[config.mk]
export PLATFORM = sky130hd
export DESIGN_NAME = mmcm_reset_sequencer
export DESIGN_NICKNAME = d
export VERILOG_FILES = /design/src/rtl/mmcm_reset_sequencer.sv
export SDC_FILE = /design/constraint.sdc
export NUM_CORES = 1
export LEC_CHECK = 0
export CAP_MARGIN = 20
export CORE_ASPECT_RATIO = 0.8
export CORE_MARGIN = 8
export CORE_UTILIZATION = 57
export DETAILED_ROUTE_END_ITERATION = 10
export PLACE_DENSITY = 0.81
export SETUP_SLACK_MARGIN = 0.05
export SYNTH_ARGS = -nofsm -noshare
export SYNTH_HDL_FRONTEND = slang
export SYNTH_SLANG_ARGS = --single-unit
[constraint.sdc]
create_clock -name clkin1_i -period 1 [get_ports clkin1_i]
set_input_delay 0.2 -clock clkin1_i [delete_from_list [all_inputs] [get_ports clkin1_i]]
set_output_delay 0.2 -clock clkin1_i [all_outputs]
set_load 0.05 [all_outputs]
[src/rtl/mmcm_reset_sequencer.sv]
// Power-up and recovery sequencer for an MMCM: pulses its reset, waits for lock with a bounded
// number of retries, and holds the core reset until lock has stayed stable.
module mmcm_reset_sequencer #(
  parameter int unsigned RST_PULSE_CYCLES    = 16,
  parameter int unsigned LOCK_TIMEOUT_CYCLES = 125000,
  parameter int unsigned LOCK_STABLE_CYCLES  = 256,
  parameter int unsigned MAX_RETRIES         = 3,
  parameter int unsigned SYNC_STAGES         = 2,
  localparam int unsigned RetryW = (MAX_RETRIES > 0) ? $clog2(MAX_RETRIES + 1) : 1
) (
  input  logic              clkin1_i,
  input  logic              async_reset_ni,
  input  logic              locked_i,
  input  logic              req_restart_i,
  output logic              mmcm_rst_o,
  output logic              core_reset_o,
  output logic              ready_o,
  output logic              error_o,
  output logic [RetryW-1:0] retry_cnt_o,
  output logic [2:0]        state_o
);

  localparam int unsigned MaxAB     = (RST_PULSE_CYCLES > LOCK_TIMEOUT_CYCLES) ?
                                      RST_PULSE_CYCLES : LOCK_TIMEOUT_CYCLES;
  localparam int unsigned MaxCycles = (MaxAB > LOCK_STABLE_CYCLES) ? MaxAB : LOCK_STABLE_CYCLES;
  localparam int unsigned CntW      = (MaxCycles > 1) ? $clog2(MaxCycles) : 1;

  localparam logic [CntW-1:0]   PulseLast   = CntW'(RST_PULSE_CYCLES - 1);
  localparam logic [CntW-1:0]   TimeoutLast = CntW'(LOCK_TIMEOUT_CYCLES - 1);
  localparam logic [CntW-1:0]   StableLast  = CntW'(LOCK_STABLE_CYCLES - 1);
  localparam logic [RetryW-1:0] RetryMax    = RetryW'(MAX_RETRIES);

  typedef enum logic [2:0] {
    StPulse    = 3'd0,
    StWaitLock = 3'd1,
    StStable   = 3'd2,
    StRun      = 3'd3,
    StError    = 3'd4
  } state_e;

  // Reset asserts asynchronously, deasserts on the second clock edge after release.
  logic [1:0] rst_sync_q;
  logic       rst_n;

  always_ff @(posedge clkin1_i or negedge async_reset_ni) begin
    if (!async_reset_ni) begin
      rst_sync_q <= '0;
    end else begin
      rst_sync_q <= {rst_sync_q[0], 1'b1};
    end
  end

  assign rst_n = rst_sync_q[1];

  logic [SYNC_STAGES-1:0] lock_sync_q;
  logic                   lock_s;

  always_ff @(posedge clkin1_i or negedge rst_n) begin
    if (!rst_n) begin
      lock_sync_q <= '0;
    end else begin
      lock_sync_q <= {lock_sync_q[SYNC_STAGES-2:0], locked_i};
    end
  end

  assign lock_s = lock_sync_q[SYNC_STAGES-1];

  state_e            state_q, state_d;
  logic [CntW-1:0]   cnt_q, cnt_d;
  logic [RetryW-1:0] retry_q, retry_d;
  logic              mmcm_rst_q, mmcm_rst_d;
  logic              core_reset_q, core_reset_d;
  logic              ready_q, ready_d;
  logic              error_q, error_d;

  always_comb begin
    state_d = state_q;
    retry_d = retry_q;

    unique case (state_q)
      StPulse: begin
        if (cnt_q == PulseLast) state_d = StWaitLock;
      end
      StWaitLock: begin
        // Lock seen on the timeout cycle still wins over the timeout.
        if (lock_s) begin
          state_d = StStable;
        end else if (cnt_q == TimeoutLast) begin
          if (retry_q == RetryMax) begin
            state_d = StError;
          end else begin
            retry_d = retry_q + 1'b1;
            state_d = StPulse;
          end
        end
      end
      StStable: begin
        if (!lock_s) begin
          state_d = StWaitLock;
        end else if (cnt_q == StableLast) begin
          retry_d = '0;
          state_d = StRun;
        end
      end
      StRun: begin
        if (!lock_s) state_d = StPulse;
      end
      StError: begin
        state_d = StError;
      end
      default: begin
        state_d = StPulse;
      end
    endcase

    if (req_restart_i) begin
      state_d = StPulse;
      retry_d = '0;
    end

    // A restart inside StPulse must also rewind the pulse count.
    if (req_restart_i || (state_d != state_q)) begin
      cnt_d = '0;
    end else if (cnt_q != '1) begin
      cnt_d = cnt_q + 1'b1;
    end else begin
      cnt_d = cnt_q;
    end

    mmcm_rst_d   = (state_d == StPulse) || (state_d == StError);
    core_reset_d = (state_d != StRun);
    ready_d      = (state_d == StRun);
    error_d      = (state_d == StError);
  end

  always_ff @(posedge clkin1_i or negedge rst_n) begin
    if (!rst_n) begin
      state_q      <= StPulse;
      cnt_q        <= '0;
      retry_q      <= '0;
      mmcm_rst_q   <= 1'b1;
      core_reset_q <= 1'b1;
      ready_q      <= 1'b0;
      error_q      <= 1'b0;
    end else begin
      state_q      <= state_d;
      cnt_q        <= cnt_d;
      retry_q      <= retry_d;
      mmcm_rst_q   <= mmcm_rst_d;
      core_reset_q <= core_reset_d;
      ready_q      <= ready_d;
      error_q      <= error_d;
    end
  end

  assign mmcm_rst_o   = mmcm_rst_q;
  assign core_reset_o = core_reset_q;
  assign ready_o      = ready_q;
  assign error_o      = error_q;
  assign retry_cnt_o  = retry_q;
  assign state_o      = state_q;

endmodule

==> summary.txt, run 1 <==
Status
  – Status: did not finish
  – Stage reached: 4_1_cts
  – Error: [ERROR DPL-0038] Utilization greater than 100%, impossible to legalize

Clock network
  – CTS Buffer Depth: 2
  – Post-CTS setup buffer count: 15
  – Clk Tree Root Cell: clkbuf_8
  – CTS Buf Count: 5
  – Sink Count: 30
  – CTS hold repair buffers: 0
  – H-tree Lvls: 2
  – Post-CTS Resized: 59

Synthesis
  – Synthesized area per cell: 9.68 sq um
  – Synth Flop Type: dfrtp_1
  – Post-synthesis mux area share: 0.0546
  – Syn Nets: about 190
  – Yosys top cell area share: 0.402
  – Number of synthesized flops with an enable pin: 0
  – Post-synthesis simple-gate area fraction: 0.278
  – Most frequent cell after synthesis: dfrtp_1
  – Sequential-to-total area share from yosys stat: 0.432
  – Yosys warnings: 0
  – Post-synth top cells: dfrtp_1, nor2_1, nand2_1
  – Synth Cell Area: approximately 1700 sq um
  – Synth Area in XOR/XNOR: 0.0654
  – Asr flop ratio synth: 1.00
  – Cell count after synthesis: 180
  – Synth Area in Adders: 0.0216
  – Compound-Gate Fraction of Synth Area: 0.107
  – Largest family of logic cells by synthesized area: simple AND/OR/NAND/NOR gates
  – Seq cells post-synth: 30
  – Dominant cell type by area after synthesis: dfrtp_1
  – Top post-synthesis cells by area: dfrtp_1, xnor2_1, nor2_1
  – Synth unique cells: 48

Place
  – Post-Place Worst Slack: -1.37 ns
  – Gpl congestion: 0.969
  – Post-DP HPWL: around 4400 microns
  – Count of input and output buffers: 12

Floorplan
  – Ports: 13
  – Initial Util: 0.581
  – Row count: 18
  – Die width: 77.8 microns
  – Die height: 65.4 microns
-- per-stage QoR --
| step | instances | instance area [sq um] | setup TNS (ns) | hold slack [ns] | utilization |
|---|---|---|---|---|---|
| 3_3_place_gp | 286 | 2510 | -26.77 | 0.218 | 0.840 |
| 2_1_floorplan | 180 | 1840 | -26.07 | -0.0956 | - |
| 3_5_place_dp | 286 | 2510 | -29.55 | 0.242 | 0.840 |
-- cells by family after synthesis --
| kind of cell | after synthesis |
|---|---|
| muxes | 9 |
| other | 1 |
| xor gates and xnor gates | 13 |
| AOI/OAI and AO/OA | 27 |
| adders and majority gates | 3 |
| and+or+nand+nor | 83 |
| buffers and inverters | 14 |
| DFF | 30 |
==> inputs of run 2 (changes only) <==
CORE_ASPECT_RATIO = not set   (was 0.8)
CORE_UTILIZATION = 40   (was 57)
PLACE_DENSITY = not set   (was 0.81)
PLACE_DENSITY_LB_ADDON = 0.15   (was not set)
SETUP_SLACK_MARGIN = not set   (was 0.05)
==> summary.txt, run 2 <==
Critical path
  – R2R setup slack: -1.27 ns
  – Peak fanout along the critical path: 6
  – WS Path Type: reg2reg
  – CP peak stage delay: 0.55 ns
  – CP max stage cell: or4b_4
  – Crit path buffers/inverters: 2
  – CP required: 1.20 ns
  – CP startpoint kind: register
  – Critical path arrival: 2.46 ns
  – Cell-by-cell trace of the critical path: buf_4 -> or4b_4 -> nor4_4 -> o21ai_2 -> and3_4 -> buf_4 -> o31ai_2
  – CP endpoint kind: register
  – Crit path from: cnt_q[13]$_DFFE_PN0P_
  – Most used cell along the critical path: buf_4
  – CP delay by family, top: simple AND/OR/NAND/NOR gates
  – RR Startpoint: cnt_q[13]$_DFFE_PN0P_

Layout
  – Most frequent cells in the layout: buf_4, dfrtp_1, nor2_1, buf_6, buf_12
  – Largest register FFs: 17
  – Most common cell after layout, fill and taps aside: buf_4
  – Layout cell share with drive strength beyond 1: 0.565
  – Fillers: 278
  – Nets@finish: 282
  – Inserted Diodes: 0
  – Biggest register: cnt_q
  – Layout area overhead: 80.0%

Status
  – Failing checks: negative setup slack
  – Status: finished with violations

Clock network
  – Clock transition at the registers of the reported paths: approximately 0.08 ns
  – CTS tree: built
  – CTS Buf Count: 5
  – Worst-skew pair later-pin latency: between 0.2 and 0.3 ns
  – Clk Tree Root Cell: clkbuf_8
  – Sink Count: 30
  – H-tree Lvls: 2
  – CTS Buffer Depth: 2

Place
  – Post-Place Worst Slack: -1.32 ns
  – Post-DP HPWL: ~3700 microns
  – Gpl congestion: a little over 0.9
  – Count of input and output buffers: 12

Synthesis
  – Most frequent cell after synthesis: dfrtp_1
  – Cell count after synthesis: 180
  – Number of synthesized flops with an enable pin: 0
  – Sequential-to-total area share from yosys stat: 0.432
  – Yosys top cell area share: 0.402
  – Top post-synthesis cells by area: dfrtp_1, xnor2_1, nor2_1
  – Post-synth top cells: dfrtp_1, nor2_1, nand2_1
  – Dominant cell type by area after synthesis: dfrtp_1
  – Synth Flop Type: dfrtp_1
  – Synth unique cells: 48
  – Synth Cell Area: 1740 sq um
  – Seq cells post-synth: 30
  – Asr flop ratio synth: 1.00
  – Yosys warnings: 0
  – Synthesized area per cell: 9.68 sq um
  – Syn Nets: ~190

Detailed routing
  – First-pass iteration count of the detailed router: 4
  – Post-route ant nets: 0
  – Met3 wire len: 400 microns
  – Detailed-route DRC error count: 0
  – Highest routing layer actually used: met4
  – Met1 WL: 2420 microns
  – Final wirelength: 6050 microns
  – Met2 routed WL: 3050 microns
  – Wirelength per Cell: 18.5 microns
  – Vias: between 1,500 and 2,000
  – Drt via density: 5.69
  – 1st-iter DRT viols: 183

STA
  – RSZ-0062 raised after global routing: yes
  – Skew final: 0.0133 ns
  – Peak Freq: 441 MHz
  – Slew of the pin with the lowest slew margin: 0.547 ns
  – Final hold vios: 0
  – Part of the cycle the worst path needs: 2.27
  – Min Tclk post-route: 2.27 ns
  – Slew Limit Headroom: 0.635
  – Setup violators final: 35
  – Worst setup margin: -1.27 ns
  – Setup tns final: -30.01 ns
  – Pins over their slew limit: 0

Power and ir drop
  – Switching part of the total: 0.223
  – Clk network pwr share: 0.471
  – PD cells: 1040 nW/um^2
  – Peak VDD IR: 0.000951 V
  – Flop pwr share: 0.389
  – Int Power: between 2000 and 3000 uW
  – Switching pwr: 729 uW
  – Gate power share: 0.140
  – Lkg Pwr: 0.00140 uW

GRT
  – Vias in the first global route: 1,903
  – GR Overflow Total: 0
  – Gr usage total: 0.173
  – First-pass GRT wire length: 8890 microns
  – Antenna violations before repair: 0
  – Largest net degree at the start of global routing: 29

Floorplan
  – CORE AREA: 4260 sq um
  – Die width: 82.0 microns
  – Die height: 82.0 microns
  – Die area: about 6700 sq um
  – Row count: 24
  – Initial Util: 0.408
  – Ports: 13

Min path
  – Hold Crit Class: in2async

Job
  – Maxcap violations: 0
-- run 2: power groups by stage --
| stage | Clock [uW] | Combinational (uW) | Sequential [uW] |
|---|---|---|---|
| 3_3_place_gp | 0 | 399 | 1290 |
| 4_1_cts | 1560 | 437 | 1270 |
| 2_1_floorplan | 0 | 107 | 1370 |
| 6_report | 1540 | 457 | 1270 |
| 3_5_place_dp | 0 | 412 | 1290 |
| 5_1_grt | 1610 | 486 | 1270 |
-- run 2: path summary, 6_finish.rpt --
path / end / cells past startpoint
setup / recovery: cnt_q[14]$_DFFE_PN0P_ / 7
hold / removal: rst_sync_q[0]$_DFF_PN0_ / 1
setup reg to reg: cnt_q[14]$_DFFE_PN0P_ / 7
hold reg to reg: cnt_q[16]$_DFFE_PN0P_ / 1
max in group asynchronous: core_reset_o$_DFF_PN1_ / 1
min in group clkin1_i: rst_sync_q[1]$_DFF_PN0_ / 0
-- run 2: layout make-up --
type / instances / area (sq um) / share of cell area
multi-input cells: 138 / 1240 / 0.395
clock inverters: 2 / 60.1 / 0.0192
inverters: 8 / 30.0 / 0.00958
repair buffers: 92 / 903 / 0.288
clock buffers: 6 / 82.6 / 0.0263
flip-flops and latches: 30 / 756 / 0.241
well taps: 52 / 65.1 / 0.0208
-- run 2: routing by layer --
| metal | GRT usage | up-vias |
|---|---|---|
| li1 | - | 857 |
| met1 | 0.197 | 916 |
| met2 | 0.303 | 74 |
| met3 | 0.0350 | 20 |
| met4 | 0.0772 | 0 |
| met5 | 0 | - |
-- run 2: what timing repair did --
action	4_1_cts	5_1_grt
pin swaps	17	16
setup buffers	12	12
gates resized for setup	31	30
hold buffers	0	0
cloned	3	0
setup endpoints to repair	35	35
-- run 2: kinds of logic after synthesis --
| group | count (synthesis) | share of synthesized area |
|---|---|---|
| simple gates | 83 | 0.278 |
| flops | 30 | 0.432 |
| compound gates | 27 | 0.107 |
| buf+inv | 14 | 0.0388 |
| xor+xnor | 13 | 0.0654 |
| mux | 9 | 0.0546 |
| fa+ha+maj | 3 | 0.0216 |
| other cells | 1 | 0.00215 |
-- run 2: stage by stage --
step                instances   util  hold slack (ns)  instance area [sq um]  total power (uW)
floorplan                 180      -          -0.0956                   1840              1480
global placement          300  0.597            0.225                   2540              1690
detailed placement        300  0.597            0.219                   2540              1700
CTS                       321  0.689           0.0683                   2940              3270
global route              328  0.735           0.0718                   3130              3370
finish                    328  0.735           0.0703                   3130              3270
Note: power is estimated with default switching activity, not from simulation.
==> inputs of run 3 (changes only) <==
--- a/config.mk
+++ b/config.mk
@@ -6,5 +6,7 @@
 export NUM_CORES = 1
 export LEC_CHECK = 0
+export ABC_CLOCK_PERIOD_IN_PS = 1000
 export CAP_MARGIN = 20
+export CORE_ASPECT_RATIO = 1.2
 export CORE_MARGIN = 8
 export CORE_UTILIZATION = 40
==> constraint.sdc (replaced) <==
create_clock -name clkin1_i -period 1 [get_ports clkin1_i]
set_input_delay 0.1 -clock clkin1_i [delete_from_list [all_inputs] [get_ports clkin1_i]]
set_output_delay 0.1 -clock clkin1_i [all_outputs]
set_load 0.05 [all_outputs]
==> summary.txt, run 3 (synthesized netlist as in run 2, its figures left out) <==
Status
  – Status: finished with violations
  – Failing checks: negative setup slack

Layout
  – Layout area overhead: 72.5%
  – Biggest register: cnt_q
  – Nets@finish: 271
  – Most common cell after layout, fill and taps aside: buf_4
  – Fillers: 290
  – Seq. cell area: 756 sq um
  – Largest register FFs: 17
  – Most frequent cells in the layout: buf_4, dfrtp_1, nor2_1
  – Multi-input gate area: between 1000 and 1500 sq um
  – Layout cell share with drive strength beyond 1: 0.536
  – Inserted Diodes: 0

Critical path
  – CP startpoint kind: register
  – Peak fanout along the critical path: 3
  – R2R setup slack: -1.24 ns
  – WS Path Type: reg2reg
  – RR Startpoint: cnt_q[7]$_DFFE_PN0P_
  – CP endpoint kind: register
  – CP required: around 1.2 ns
  – Crit path from: cnt_q[7]$_DFFE_PN0P_
  – Critical path arrival: around 2.4 ns

Clock network
  – CTS Buffer Depth: 2
  – H-tree Lvls: 2
  – Clock transition at the registers of the reported paths: 0.07 ns
  – Sink Count: 30
  – CTS Buf Count: 5
  – CTS tree: built
  – Clk Tree Root Cell: clkbuf_8
  – Worst-skew pair later-pin latency: approximately 0.28 ns

STA
  – Pins over their slew limit: 0
  – Peak Freq: 447 MHz
  – Slew of the pin with the lowest slew margin: 0.526 ns
  – Final hold vios: 0
  – Worst setup margin: -1.24 ns
  – Setup violators final: 31
  – Min Tclk post-route: 2.24 ns
  – Slew Limit Headroom: 0.644
  – Skew final: between 0.004 and 0.005 ns
  – RSZ-0062 raised after global routing: yes
  – Part of the cycle the worst path needs: 2.24

Power and ir drop
  – Flop pwr share: 0.452
  – Lkg Pwr: 0.00134 uW
  – Switching part of the total: 0.242
  – Tot Pwr: 2840 uW
  – Clk network pwr share: 0.404
  – Int Power: 2150 uW
  – PD cells: 944 nW/um^2
  – Switching pwr: between 600 and 700 uW
  – Peak VDD IR: 0.000878 V
  – Gate power share: 0.145

Floorplan
  – Row count: 26
  – Ports: 13
  – CORE AREA: around 4200 sq um
  – Die area: 6730 sq um
  – Die height: 88.3 microns
  – Die width: 76.2 microns
  – Initial Util: 0.412

GRT
  – GR Overflow Total: 0
  – First-pass GRT wire length: 9290 microns
  – Largest net degree at the start of global routing: 29
  – Gr usage total: 0.172
  – Vias in the first global route: 1,913
  – Antenna violations before repair: 0

Place
  – Post-Place Worst Slack: -1.33 ns
  – Post-DP HPWL: between 3000 and 4000 microns
  – Gpl congestion: 0.875
  – Count of input and output buffers: 12

Detailed routing
  – Wirelength per Cell: roughly 18 microns
  – Detailed-route DRC error count: 0
  – Final wirelength: 5930 microns
  – Vias: 1,820
  – Post-route ant nets: 0
  – 1st-iter DRT viols: 99
  – Drt via density: roughly 5.7
  – First-pass iteration count of the detailed router: 5

Min path
  – Hold Crit Class: reg2async

Job
  – Maxcap violations: 0
[run 3: metrics by stage]
stage               hold WS, ns  std cells   util  cell area, sq um  setup TNS, ns
floorplan                -0.196        180      -              1840         -26.07
global placement          0.217        294  0.591              2500         -27.14
detailed placement        0.229        294  0.591              2500         -28.21
CTS                       0.227        318  0.683              2890         -27.58
global route              0.248        321  0.710              3000         -31.70
finish                    0.222        321  0.710              3000         -29.77
[run 3: final timing paths]
kind                                                  to  cells past startpoint
worst min-delay path                cnt_q[9]$_DFFE_PN0P_                      1
worst min register to register      cnt_q[9]$_DFFE_PN0P_                      1
worst max-delay path               cnt_q[15]$_DFFE_PN0P_                     10
max in group asynchronous        rst_sync_q[0]$_DFF_PN0_                      2
min in group clkin1_i           lock_sync_q[0]$_DFF_PN0_                      1
worst max register to register     cnt_q[15]$_DFFE_PN0P_                     10
[run 3: power groups by stage]
| stage | Sequential (uW) | Clock [uW] | Combinational, uW |
|---|---|---|---|
| 5_1_grt | 1290 | 1220 | 444 |
| 3_3_place_gp | 1300 | 0 | 370 |
| 2_1_floorplan | 1370 | 0 | 107 |
| 6_report | 1280 | 1140 | 410 |
| 3_5_place_dp | 1300 | 0 | 381 |
| 4_1_cts | 1280 | 1170 | 395 |
[run 3: per-layer routing]
| layer | vias up | part of all wire | track usage |
|---|---|---|---|
| met3 | 29 | 0.038 | 0.0356 |
| met4 | 0 | 0.052 | 0.103 |
| li1 | 830 | - | - |
| met2 | 57 | 0.53 | 0.317 |
| met5 | - | 0 | 0 |
| met1 | 904 | 0.38 | 0.178 |
[run 3: layout make-up]
type                       instances  share of cell area
multi-input combinational        137               0.401
timing repair buffer              82               0.278
sequential                        30               0.252
clock buffer                       8              0.0367
tap                               56              0.0233
inverter                           8              0.0100
[run 3: timing repair]
action	4_1_cts	5_1_grt
setup buffers	14	4
endpoints found under the setup margin	31	32
pin swaps	16	26
gates cloned	1	1
hold buffers	1	0
endpoints found under the hold margin	2	0
gates resized for setup	35	17
[run 3: worst max-delay path: stages, from the launching register on]
cell and delay (ns):
dfrtp_1 0.38, and4_4 0.20, and3_4 0.17, nand4_1 0.08, nor2_1 0.07, ha_2 0.20, nand3b_1 0.28, nor4_4 0.25
and4_1 0.27, nor2_1 0.06, o31ai_2 0.18
==> inputs of run 4 (changes only) <==
ABC_AREA = 1   (was not set)
CORE_ASPECT_RATIO = not set   (was 1.2)
CTS_CLUSTER_SIZE = 24   (was not set)
==> summary.txt, run 4 <==
Status
  – Status: finished with violations
  – Failing checks: negative setup slack

Synthesis
  – Synth Area in Adders: 0.0225
  – Synth Cell Area: 1670 sq um
  – Top post-synthesis cells by area: dfrtp_1, nand2_1, nor2_1
  – Post-synthesis mux area share: 0.0120
  – Number of synthesized flops with an enable pin: 0
  – Yosys warnings: 0
  – Post-synth top cells: nand2_1, nor2_1, inv_1
  – Largest family of logic cells by synthesized area: simple AND/OR/NAND/NOR gates
  – Cell count after synthesis: 214
  – Compound-Gate Fraction of Synth Area: 0.0225
  – Synth Flop Type: dfrtp_1
  – Sequential-to-total area share from yosys stat: 0.451
  – Asr flop ratio synth: 1.00
  – Synthesized area per cell: 7.81 sq um
  – Synth unique cells: 26
  – Synth Area in XOR/XNOR: 0.0786
  – Yosys top cell area share: 0.419
  – Syn Nets: between 200 and 250
  – Seq cells post-synth: 30
  – Post-synthesis simple-gate area fraction: 0.331
  – Dominant cell type by area after synthesis: dfrtp_1

Clock network
  – CTS Buffer Depth: 2
  – Worst-skew pair later-pin latency: 0.28 ns
  – H-tree Lvls: 2
  – CTS tree: built
  – Clk Tree Root Cell: clkbuf_8
  – CTS Buf Count: 5
  – Clock transition at the registers of the reported paths: 0.07 ns
  – Sink Count: 30

Layout
  – Largest register FFs: 17
  – Seq. cell area: 759 sq um
  – Most frequent cells in the layout: buf_4, nand2_1, nor2_1
  – Most common cell after layout, fill and taps aside: buf_4
  – Layout area overhead: 70.6%
  – Biggest register: cnt_q
  – Layout cell share with drive strength beyond 1: 0.539
  – Fillers: 281
  – Fin cells: 356
  – Multi-input gate area: roughly 1000 sq um
  – Nets@finish: between 300 and 400
  – Inserted Diodes: 0
  – Util after Layout: 0.713

Critical path
  – CP startpoint kind: register
  – CP endpoint kind: register
  – CP delay by family, top: simple AND/OR/NAND/NOR gates
  – R2R setup slack: -1.00 ns
  – Peak fanout along the critical path: 5
  – Most used cell along the critical path: ha_2
  – CP peak stage delay: 0.35 ns
  – CP max stage cell: dfrtp_1
  – Crit path from: cnt_q[0]$_DFFE_PN0P_
  – Crit path buffers/inverters: 1
  – WS Path Type: reg2reg
  – Critical path arrival: between 2 and 2.5 ns
  – RR Startpoint: cnt_q[0]$_DFFE_PN0P_
  – Cell-by-cell trace of the critical path: ha_2 -> nand2_2 -> nor2_1 -> nand2_1 -> nor4_2 -> ha_2 -> buf_4 -> nor2_4 -> or2_2 -> nor2_2
  – CP required: 1.21 ns

STA
  – Peak Freq: 499 MHz
  – Final hold vios: 0
  – Part of the cycle the worst path needs: 2.00
  – Setup violators final: 32
  – Pins over their slew limit: 0
  – RSZ-0062 raised after global routing: yes
  – Min Tclk post-route: 2.00 ns
  – Hold slack: approximately 0.12 ns
  – Skew final: 0.00691 ns
  – Worst setup margin: -1.00 ns

Detailed routing
  – First-pass iteration count of the detailed router: 4
  – Post-route ant nets: 0
  – Drt via density: 4.75
  – Vias: 1,692
  – Detailed-route DRC error count: 0
  – Wirelength per Cell: 12.9 microns
  – 1st-iter DRT viols: 68
  – Final wirelength: 4600 microns

Place
  – Placed insts: 331
  – Post-Place Worst Slack: -0.949 ns
  – Gpl congestion: 0.873
  – Post-DP HPWL: 3000 microns
  – Count of input and output buffers: 12

GRT
  – GR Util met2: 0.252
  – Gr usage total: 0.146
  – Grt met1 use: 0.171
  – Vias in the first global route: roughly 1,600
  – Met3 Use GR: 0.0357
  – Largest net degree at the start of global routing: 14
  – First-pass GRT wire length: 7380 microns
  – Antenna violations before repair: 0
  – GR Overflow Total: 0
  – Busiest grt layer: met2

Floorplan
  – CORE AREA: roughly 4000 sq um
  – Initial Util: 0.418
  – Row count: 23
  – Die area: between 6000 and 7000 sq um
  – Ports: 13
  – Die width: 80.6 microns
  – Die height: just over 80 microns

Power and ir drop
  – Peak VDD IR: 0.000834 V
  – Lkg Pwr: 0.00133 uW
  – PD cells: 912 nW/um^2

Job
  – Maxcap violations: 0

Min path
  – Hold Crit Class: reg2async
run 4: metal layers:
layer	part of all wire	wire (microns)	vias up
met5	0	0	-
met4	0.037	172	0
met3	0.035	161	16
met2	0.51	2330	40
met1	0.42	1940	798
li1	-	-	838
run 4: power breakdown:
| part | internal, uW | leakage, uW | switching [uW] |
|---|---|---|---|
| logic | 158 | 0.000897 | 161 |
| registers | 1240 | 0.000390 | 23.3 |
| clock network | 552 | 0.0000472 | 462 |
run 4: stage by stage:
step                      total power (uW)  setup TNS [ns]  area (sq um)
after floorplan                       1420          -15.38          1730
after global placement                1540          -18.42          2400
after detailed placement              1550          -19.28          2400
after CTS                             2610          -19.13          2640
after global routing                  2710          -25.43          2850
final                                 2600          -22.38          2850
run 4: worst paths after layout:
kind / endpoint / cells past startpoint
max in group asynchronous: rst_sync_q[0]$_DFF_PN0_ / 2
max reg2reg: cnt_q[2]$_DFFE_PN0P_ / 10
max: cnt_q[2]$_DFFE_PN0P_ / 10
min reg2reg: lock_sync_q[0]$_DFF_PN0_ / 0
min in group clkin1_i: lock_sync_q[0]$_DFF_PN0_ / 1
min: lock_sync_q[0]$_DFF_PN0_ / 0
run 4: area by class of cell:
cell class / instances / share of cell area
Inverter: 31 / 0.0434
Clock inverter: 2 / 0.00439
Multi-Input combinational cell: 153 / 0.355
Sequential cell: 30 / 0.266
Timing Repair Buffer: 84 / 0.280
Tap cell: 50 / 0.0219
Clock buffer: 6 / 0.0290
run 4: logic make-up after synthesis:
logic type,Yosys count
other cells,1
simple gates,124
fa+ha+maj,3
flops,30
mux,2
buf+inv,33
xor+xnor,15
compound gates,6
run 4: what timing repair did:
item | 4_1_cts | 5_1_grt
gates resized for setup | 25 | 41
hold endpoints to repair | 2 | 0
cloned | 2 | 0
setup endpoints to repair | 32 | 33
setup buffers | 4 | 13
hold buffers | 1 | 0
pin swaps | 12 | 8
